$ cat src/rtl/secded_pkg.sv
// Shared constants, codeword layout helpers and types for the (72,64) SECDED codec.
package secded_pkg;

    localparam int DATA_W = 64;
    localparam int CW_W   = 72;
    localparam int SYN_W  = 7;

    typedef enum logic [1:0] {
        ERR_NONE,
        ERR_SINGLE,
        ERR_DOUBLE
    } err_class_e;

    // Registered decoder result: corrected word plus error flags.
    typedef struct packed {
        logic [CW_W-1:0] data;
        logic            err;
        logic            s_err;
        logic            d_err;
    } dec_rsp_t;

    // Codeword position of data bit idx. Data fills every non-power-of-two
    // position in 1..71, in ascending order.
    function automatic int unsigned data_pos(input int unsigned idx);
        int unsigned cnt;
        int unsigned pos;
        cnt = 0;
        pos = 0;
        for (int unsigned p = 1; p < CW_W; p++) begin
            if ((p & (p - 1)) != 0) begin
                if (cnt == idx) pos = p;
                cnt++;
            end
        end
        return pos;
    endfunction

    // XOR of the indices of all set bits at positions 1..71. On a data-only
    // word this is the check vector; on a received word it is the syndrome.
    function automatic logic [SYN_W-1:0] hamming_checks(input logic [CW_W-1:0] cw);
        logic [SYN_W-1:0] s;
        s = '0;
        for (int p = 1; p < CW_W; p++) begin
            if (cw[p]) s ^= p[SYN_W-1:0];
        end
        return s;
    endfunction

endpackage

$ cat src/rtl/secded_parity_gen.sv
// Combinational check-vector / overall-parity generator shared by both paths.
module secded_parity_gen
    import secded_pkg::*;
(
    input  logic [CW_W-1:0]  cw,
    output logic [SYN_W-1:0] chk,
    output logic             par
);

    assign chk = hamming_checks(cw);
    assign par = ^cw;

endmodule

$ cat src/rtl/secded_codec.sv
// (72,64) SECDED codec: independent registered encoder and decoder paths.
module secded_codec
    import secded_pkg::*;
(
    input  logic              CLK,
    input  logic              RST,
    input  logic [DATA_W-1:0] R_DATA,
    output logic [CW_W-1:0]   E_DATA,
    input  logic [CW_W-1:0]   N_DATA,
    output logic [CW_W-1:0]   D_DATA,
    output logic              ERR,
    output logic              D_ERR,
    output logic              S_ERR
);

    logic [CW_W-1:0]   enc_raw;
    logic [CW_W-1:0]   enc_cw;
    logic [SYN_W-1:0]  enc_chk;
    logic              enc_par;

    logic [SYN_W-1:0]  syn;
    logic              p_all;
    logic [CW_W-1:0]   flip;
    logic [CW_W-1:0]   dec_cw;
    logic [DATA_W-1:0] dec_data;
    err_class_e        cls;
    dec_rsp_t          dec_q;

    // Scatter data into its codeword positions and gather it back on decode.
    for (genvar i = 0; i < DATA_W; i++) begin : g_map
        localparam int unsigned POS = data_pos(i);
        assign enc_raw[POS] = R_DATA[i];
        assign dec_data[i]  = dec_cw[POS];
    end

    // Check and parity slots start empty so the generator sees data only.
    assign enc_raw[0] = 1'b0;
    for (genvar k = 0; k < SYN_W; k++) begin : g_chk_slot
        assign enc_raw[2**k] = 1'b0;
    end

    secded_parity_gen u_enc_pg (
        .cw  (enc_raw),
        .chk (enc_chk),
        .par (enc_par)
    );

    // Insert check bits; bit 0 covers data and check bits for even parity.
    always_comb begin
        enc_cw = enc_raw;
        for (int k = 0; k < SYN_W; k++) enc_cw[1 << k] = enc_chk[k];
        enc_cw[0] = enc_par ^ (^enc_chk);
    end

    // Encoder output register.
    always_ff @(posedge CLK) begin
        if (RST) E_DATA <= '0;
        else     E_DATA <= enc_cw;
    end

    secded_parity_gen u_dec_pg (
        .cw  (N_DATA),
        .chk (syn),
        .par (p_all)
    );

    // Classify the error and build the single-bit correction mask.
    // Odd parity with a syndrome past 71 points nowhere: odd multi-bit error.
    always_comb begin
        cls  = ERR_NONE;
        flip = '0;
        if (p_all) begin
            if (syn <= 7'd71) begin
                cls  = ERR_SINGLE;
                flip = CW_W'(1) << syn;
            end else begin
                cls = ERR_DOUBLE;
            end
        end else if (syn != '0) begin
            cls = ERR_DOUBLE;
        end
        dec_cw = N_DATA ^ flip;
    end

    // Decoder output register: word and flags update together.
    always_ff @(posedge CLK) begin
        if (RST) begin
            dec_q <= '0;
        end else begin
            dec_q.data  <= {dec_cw[0], dec_cw[64], dec_cw[32], dec_cw[16],
                            dec_cw[8], dec_cw[4], dec_cw[2], dec_cw[1], dec_data};
            dec_q.err   <= (cls != ERR_NONE);
            dec_q.s_err <= (cls == ERR_SINGLE);
            dec_q.d_err <= (cls == ERR_DOUBLE);
        end
    end

    assign D_DATA = dec_q.data;
    assign ERR    = dec_q.err;
    assign S_ERR  = dec_q.s_err;
    assign D_ERR  = dec_q.d_err;

endmodule

$ cat config.mk
export PLATFORM = sky130hd
export DESIGN_NAME = secded_codec
export DESIGN_NICKNAME = d
export VERILOG_FILES = /design/src/rtl/secded_pkg.sv /design/src/rtl/secded_parity_gen.sv /design/src/rtl/secded_codec.sv
export SDC_FILE = /design/constraint.sdc
export NUM_CORES = 1
export LEC_CHECK = 0
export ABC_CLOCK_PERIOD_IN_PS = 2440
export BUFFER_PORTS_ARGS = -buffer_cell sky130_fd_sc_hd__buf_2
export CORE_AREA = 2 2 132 134
export DETAILED_ROUTE_END_ITERATION = 10
export DIE_AREA = 0 0 134 136
export GPL_ROUTABILITY_DRIVEN = 0
export HOLD_SLACK_MARGIN = 0.02
export PLACE_DENSITY_LB_ADDON = 0.3
export SLEW_MARGIN = 20
export SYNTH_ARGS = -nofsm -noshare
export SYNTH_HDL_FRONTEND = slang
export SYNTH_SLANG_ARGS = --single-unit
export TNS_END_PERCENT = 1
$ cat constraint.sdc
create_clock -name CLK -period 2.44 [get_ports CLK]
set_input_delay 0.244 -clock CLK [delete_from_list [all_inputs] [get_ports CLK]]
set_output_delay 0.244 -clock CLK [all_outputs]
set_load 0.01 [all_outputs]
==> reports/metrics.cfg, run 1 <==
[floorplanning]
dieArea_mm2=0.0182
fp.dieH_um=136
io_pins=285
core_area_mm2=0.0169
fp-row-count=48
initial_core_util=0.443
die_w_um=134

[route]
drt_wl_total_mm=24.3
via_per_inst=4.81
first_iter_violations=371
ant_nets=0
drc=0
post_drt_wl_per_cell_um=17.3
dr.pass1.iters=5
via_count=6762

[grt]
grt_pass1_vias=6447
grt_start_max_net_pins=53
grt.overflow.total=0
track_usage=0.248
grt_pass1_wl_mm=34.2
antenna_found_initial=3

[layout]
drive_above_1_share=0.476
final_cell_mix=buf_2 (282), xnor2_1 (219), dfxtp_1 (147)
areaGrowthSynthToFinish_pct=51.6
fin_nets=1302
layout_commonest_cell=buf_2

[sta]
max_freq_mhz=403
max_slew_margin=0.530
finalHoldViolCount=0
period_share=1.02
worst-slew-pin-transition_ps=700
setup_viol=13
period_minus_slack_ps=2480
rsz0062_at_grt=yes
hold_ws_ps=52.6
fin_ws_ps=-43.9
drv_slew=0
setup_tns_ps=-268

[logic_synthesis]
ys_ff_latch=147
syn_nets=897
seq_area_frac_synth=0.393
synth_edf_count=0
ys_async_sr_fraction=0
syn_area_mm2=0.00748
synthCells=759
synth_cell_type_count=31
synthFlopType=dfxtp_1
syn_area_per_cell_um2=9.86
yosysWarnings=0

[pwr]
p_clk_frac=0.173
swShare=0.437
pwr-share-seq=0.188
cellPowerDensity_mw_per_mm2=1280
vdd_drop_max_mv=1.33
finalPower_w=0.0145
p_sw_w=0.00633
combPwrFrac=0.639
p_leak_nw=4.90
p_int_w=0.00814

[flow_run]
cap_violations=0

[worst_setup_path]
cp.required_ps=2750
arrival_ps=2790
end_kind=flip-flop
critPathLaunchType=input port
critical_path_class=in2reg
cp_max_fo=8

[clock_network]
cts_buffers=17
cts.clk_slew.worst_paths_ps=60
cts_tree=done
numClockSinks=147
clk_path_buf_depth=2
cts_root_buf=clkbuf_16
cts.htree.levels=4
hold_buffers=0

[place]
io_buffers=284
hpwl_mm=18.1
place_ws_ps=-567

[outcome]
violations=negative setup slack
status=finished, violations left

[min_path]
min_path_type=in2reg

==> kinds of logic (layout without fill, tap and decap cells) <==
group	Yosys count	after routing	synth area share
xor+xnor	305	305	0.384
compound gates	56	56	0.0378
buf+inv	33	449	0.0187
flops	147	147	0.393
other cells	0	3	0
simple gates	218	220	0.166
==> final cells by class <==
cell class,count,area [um2]
Antenna cell,3,7.51
Inverter,1,3.75
Sequential cell,147,2940
Clock buffer,19,453
Fill cell,1320,5530
Clock inverter,13,114
Tap cell,225,282
Timing Repair Buffer,416,2460
Multi-Input combinational cell,581,5080
==> critical path: stages <==
cell,delay (ps)
buf_2,140
xnor2_2,190
xnor2_1,140
xnor3_2,500
xnor2_4,150
buf_4,170
xnor2_4,240
buf_4,190
nand3_1,150
buf_4,210
nor4_2,210
xnor2_1,190
nor2_1,60
==> path summary, 6_finish.rpt <==
kind	startpoint	to	cells past startpoint
setup / recovery	N_DATA[43]	D_DATA[64]$_SDFF_PP0_	13
hold / removal	R_DATA[26]	E_DATA[33]$_SDFF_PP0_	2
==> sequential cells by signal (all words and copies together) (netlist names) <==
signal,flops
E_DATA,72
D_ERR,1
ERR,1
S_ERR,1
D_DATA,72
==> repair_timing <==
item / in CTS / in global routing
buffers inserted: 0 / 10
resized for setup: 13 / 88
hold endpoints to repair: 0 / 0
pin swaps: 2 / 26
gates cloned: 0 / 3
endpoints found under the setup margin: 50 / 74
==> power by group through the flow <==
stage,Combinational (W),Sequential (W),Clock [W]
5_1_grt,0.00974,0.00274,0.00263
6_report,0.00925,0.00272,0.00251
3_3_place_gp,0.00698,0.00277,0
4_1_cts,0.00739,0.00272,0.00254
3_5_place_dp,0.00709,0.00277,0
2_1_floorplan,0.00426,0.00289,0
==> Yosys cell counts, types with 2 or more instances <==
| master | instances | area (um2) |
|---|---|---|
| xnor2_1 | 256 | 2240 |
| dfxtp_1 | 147 | 2940 |
| nor2b_1 | 64 | 400 |
| nor2_1 | 54 | 203 |
| or3_1 | 35 | 219 |
| nor3_1 | 31 | 155 |
| xor2_1 | 31 | 272 |
| a21oi_1 | 28 | 140 |
| o21ai_0 | 27 | 135 |
| clkbuf_1 | 22 | 82.6 |
| xnor3_1 | 8 | 180 |
| buf_2 | 7 | 35.0 |
| nor4_1 | 7 | 43.8 |
| nor3_2 | 5 | 50.1 |
| xnor2_2 | 5 | 81.3 |
| nand2_1 | 4 | 15.0 |
| nand3_1 | 4 | 20.0 |
| nand4_1 | 4 | 25.0 |
| nor4_2 | 3 | 37.5 |
| xor2_2 | 3 | 48.8 |
| buf_1 | 2 | 7.51 |
| nor3b_1 | 2 | 15.0 |
| or4b_4 | 2 | 27.5 |
==> routing by layer <==
| metal | track usage | up-vias | routed length, um |
|---|---|---|---|
| met5 | 0 | - | 13 |
| met4 | 0.0957 | 2 | 588 |
| met3 | 0.0638 | 39 | 1850 |
| met2 | 0.404 | 277 | 11700 |
| met1 | 0.316 | 3170 | 10200 |
| li1 | - | 3274 | - |
==> stage by stage <==
| step | std cells | util | instance area (um2) |
|---|---|---|---|
| final | 1405 | 0.672 | 11300 |
| after global routing | 1404 | 0.672 | 11300 |
| after CTS | 1389 | 0.632 | 10700 |
| after detailed placement | 1357 | 0.594 | 10000 |
| after global placement | 1357 | 0.594 | 10000 |
| after floorplan | 759 | - | 7540 |
(Power assumes the default switching activity.)
==> inputs of run 2 (changes only) <==
- CORE_AREA: 2 2 132 134 -> 2 2 109 163
- DIE_AREA: 0 0 134 136 -> 0 0 111 165
==> reports/metrics.cfg, run 2 (synthesized netlist as in run 1, its figures left out) <==
[outcome]
status=finished, violations left
violations=negative setup slack

[route]
highest_layer=met5
first_iter_violations=494
dr.pass1.iters=4
dr_wl_met3_mm=1.77
drt-met1-wl_mm=8.63
drt_wl_total_mm=26.9
ant_nets=0
drc=0
via_count=7040
met2_length_mm=14.8
post_drt_wl_per_cell_um=19.2
via_per_inst=5.01

[worst_setup_path]
critical_path_class=in2reg
cp_max_fo=6
arrival_ps=2910
critPathLaunchType=input port
cp.required_ps=2740
end_kind=flip-flop

[sta]
period_minus_slack_ps=2610
period_share=1.07
rsz0062_at_grt=yes
fin_ws_ps=-173
drv_slew=0
max_slew_margin=0.668
setup_viol=59
finalHoldViolCount=0
hold_ws_ps=61.9
worst-slew-pin-transition_ps=495
max_freq_mhz=383

[layout]
drive_above_1_share=0.472
register_area_mm2=0.00294
multiInputGateArea_mm2=0.00511
final_cell_mix=buf_2 (274), xnor2_1 (217), dfxtp_1 (147)
areaGrowthSynthToFinish_pct=55.2
fin_nets=1321
layout_commonest_cell=buf_2
n_fill_cell=1196

[pwr]
combPwrFrac=0.657
p_int_w=0.00877
vdd_drop_max_mv=1.24
p_leak_nw=5.04
p_clk_frac=0.166
swShare=0.430
cellPowerDensity_mw_per_mm2=1330
pwr-share-seq=0.177
p_sw_w=0.00663

[min_path]
min_path_type=in2reg

[floorplanning]
fp-row-count=58
initial_core_util=0.446
die_w_um=111
fp.dieH_um=165
dieArea_mm2=0.0183
core_area_mm2=0.0168
io_pins=285

[grt]
grt_pass1_wl_mm=36.9
grt_pass1_vias=6805
track_usage=0.267
antenna_found_initial=3
grt.overflow.total=0
grt_start_max_net_pins=79

[clock_network]
cts.clk_slew.worst_paths_ps=60
cts_buffers=17
hold_buffers=0
cts_root_buf=clkbuf_16
cts_tree=done
clk_path_buf_depth=2
numClockSinks=147
cts.htree.levels=4

[place]
place_ws_ps=-648
io_buffers=284
hpwl_mm=19.5

[flow_run]
cap_violations=0

## run 2: cell count changes in the layout (fill, tap and decap cells not counted), moves of 7 or more
cell and change:
xnor2_4 +8, buf_4 +13, buf_2 -8, nor3_1 +7
buf_6 +12
## run 2: area by class of cell
class / count / area share
antenna: 2 / 0.000431
clock buffer: 18 / 0.0369
clock inverter: 12 / 0.0115
inverter: 1 / 0.000323
multi-input combinational: 579 / 0.440
sequential: 147 / 0.253
tap: 210 / 0.0226
timing repair buffer: 437 / 0.235
## run 2: worst max-delay path: stages
cell,delay (ps)
buf_2,140
xnor2_2,210
xnor2_1,150
xnor3_2,490
xnor2_4,170
buf_12,150
xnor2_4,250
buf_6,160
buf_4,110
nand3_1,80
buf_6,170
buf_4,150
nor3_2,190
xnor2_1,170
nor2_1,70
## run 2: worst paths after layout
kind / startpoint / to / slack (ps) / cells past startpoint
worst max-delay path: N_DATA[47] / D_DATA[17]$_SDFF_PP0_ / -170 / 15
worst min-delay path: R_DATA[4] / E_DATA[9]$_SDFF_PP0_ / 60 / 2
## run 2: per-layer routing
layer / global-route usage / vias up
li1: - / 3294
met1: 0.245 / 3317
met2: 0.537 / 337
met3: 0.0606 / 90
met4: 0.144 / 2
met5: 0 / -
## run 2: power by group through the flow
stage          Sequential, W  Combinational, W  Clock [W]
6_report             0.00272            0.0101    0.00256
5_1_grt              0.00274            0.0105    0.00270
4_1_cts              0.00273           0.00867    0.00258
3_5_place_dp         0.00278           0.00751          0
3_3_place_gp         0.00278           0.00736          0
2_1_floorplan        0.00289           0.00426          0
## run 2: repair_timing
item                                    4_1_cts  5_1_grt
endpoints found under the setup margin       70       75
gates resized for setup                      79       37
buffers inserted                             11        8
pin swaps                                    32       16
## run 2: per-stage QoR
stage               instances  utilization  setup TNS (ps)  cell area (um2)  total power [W]
global placement         1356        0.605          -34710            10100           0.0101
detailed placement       1356        0.605          -38590            10100           0.0103
finish                   1406        0.693           -3940            11600           0.0154
global route             1404        0.693           -8640            11600           0.0159
floorplan                 759            -            -559             7540          0.00716
CTS                      1396        0.675           -49.1            11300           0.0140
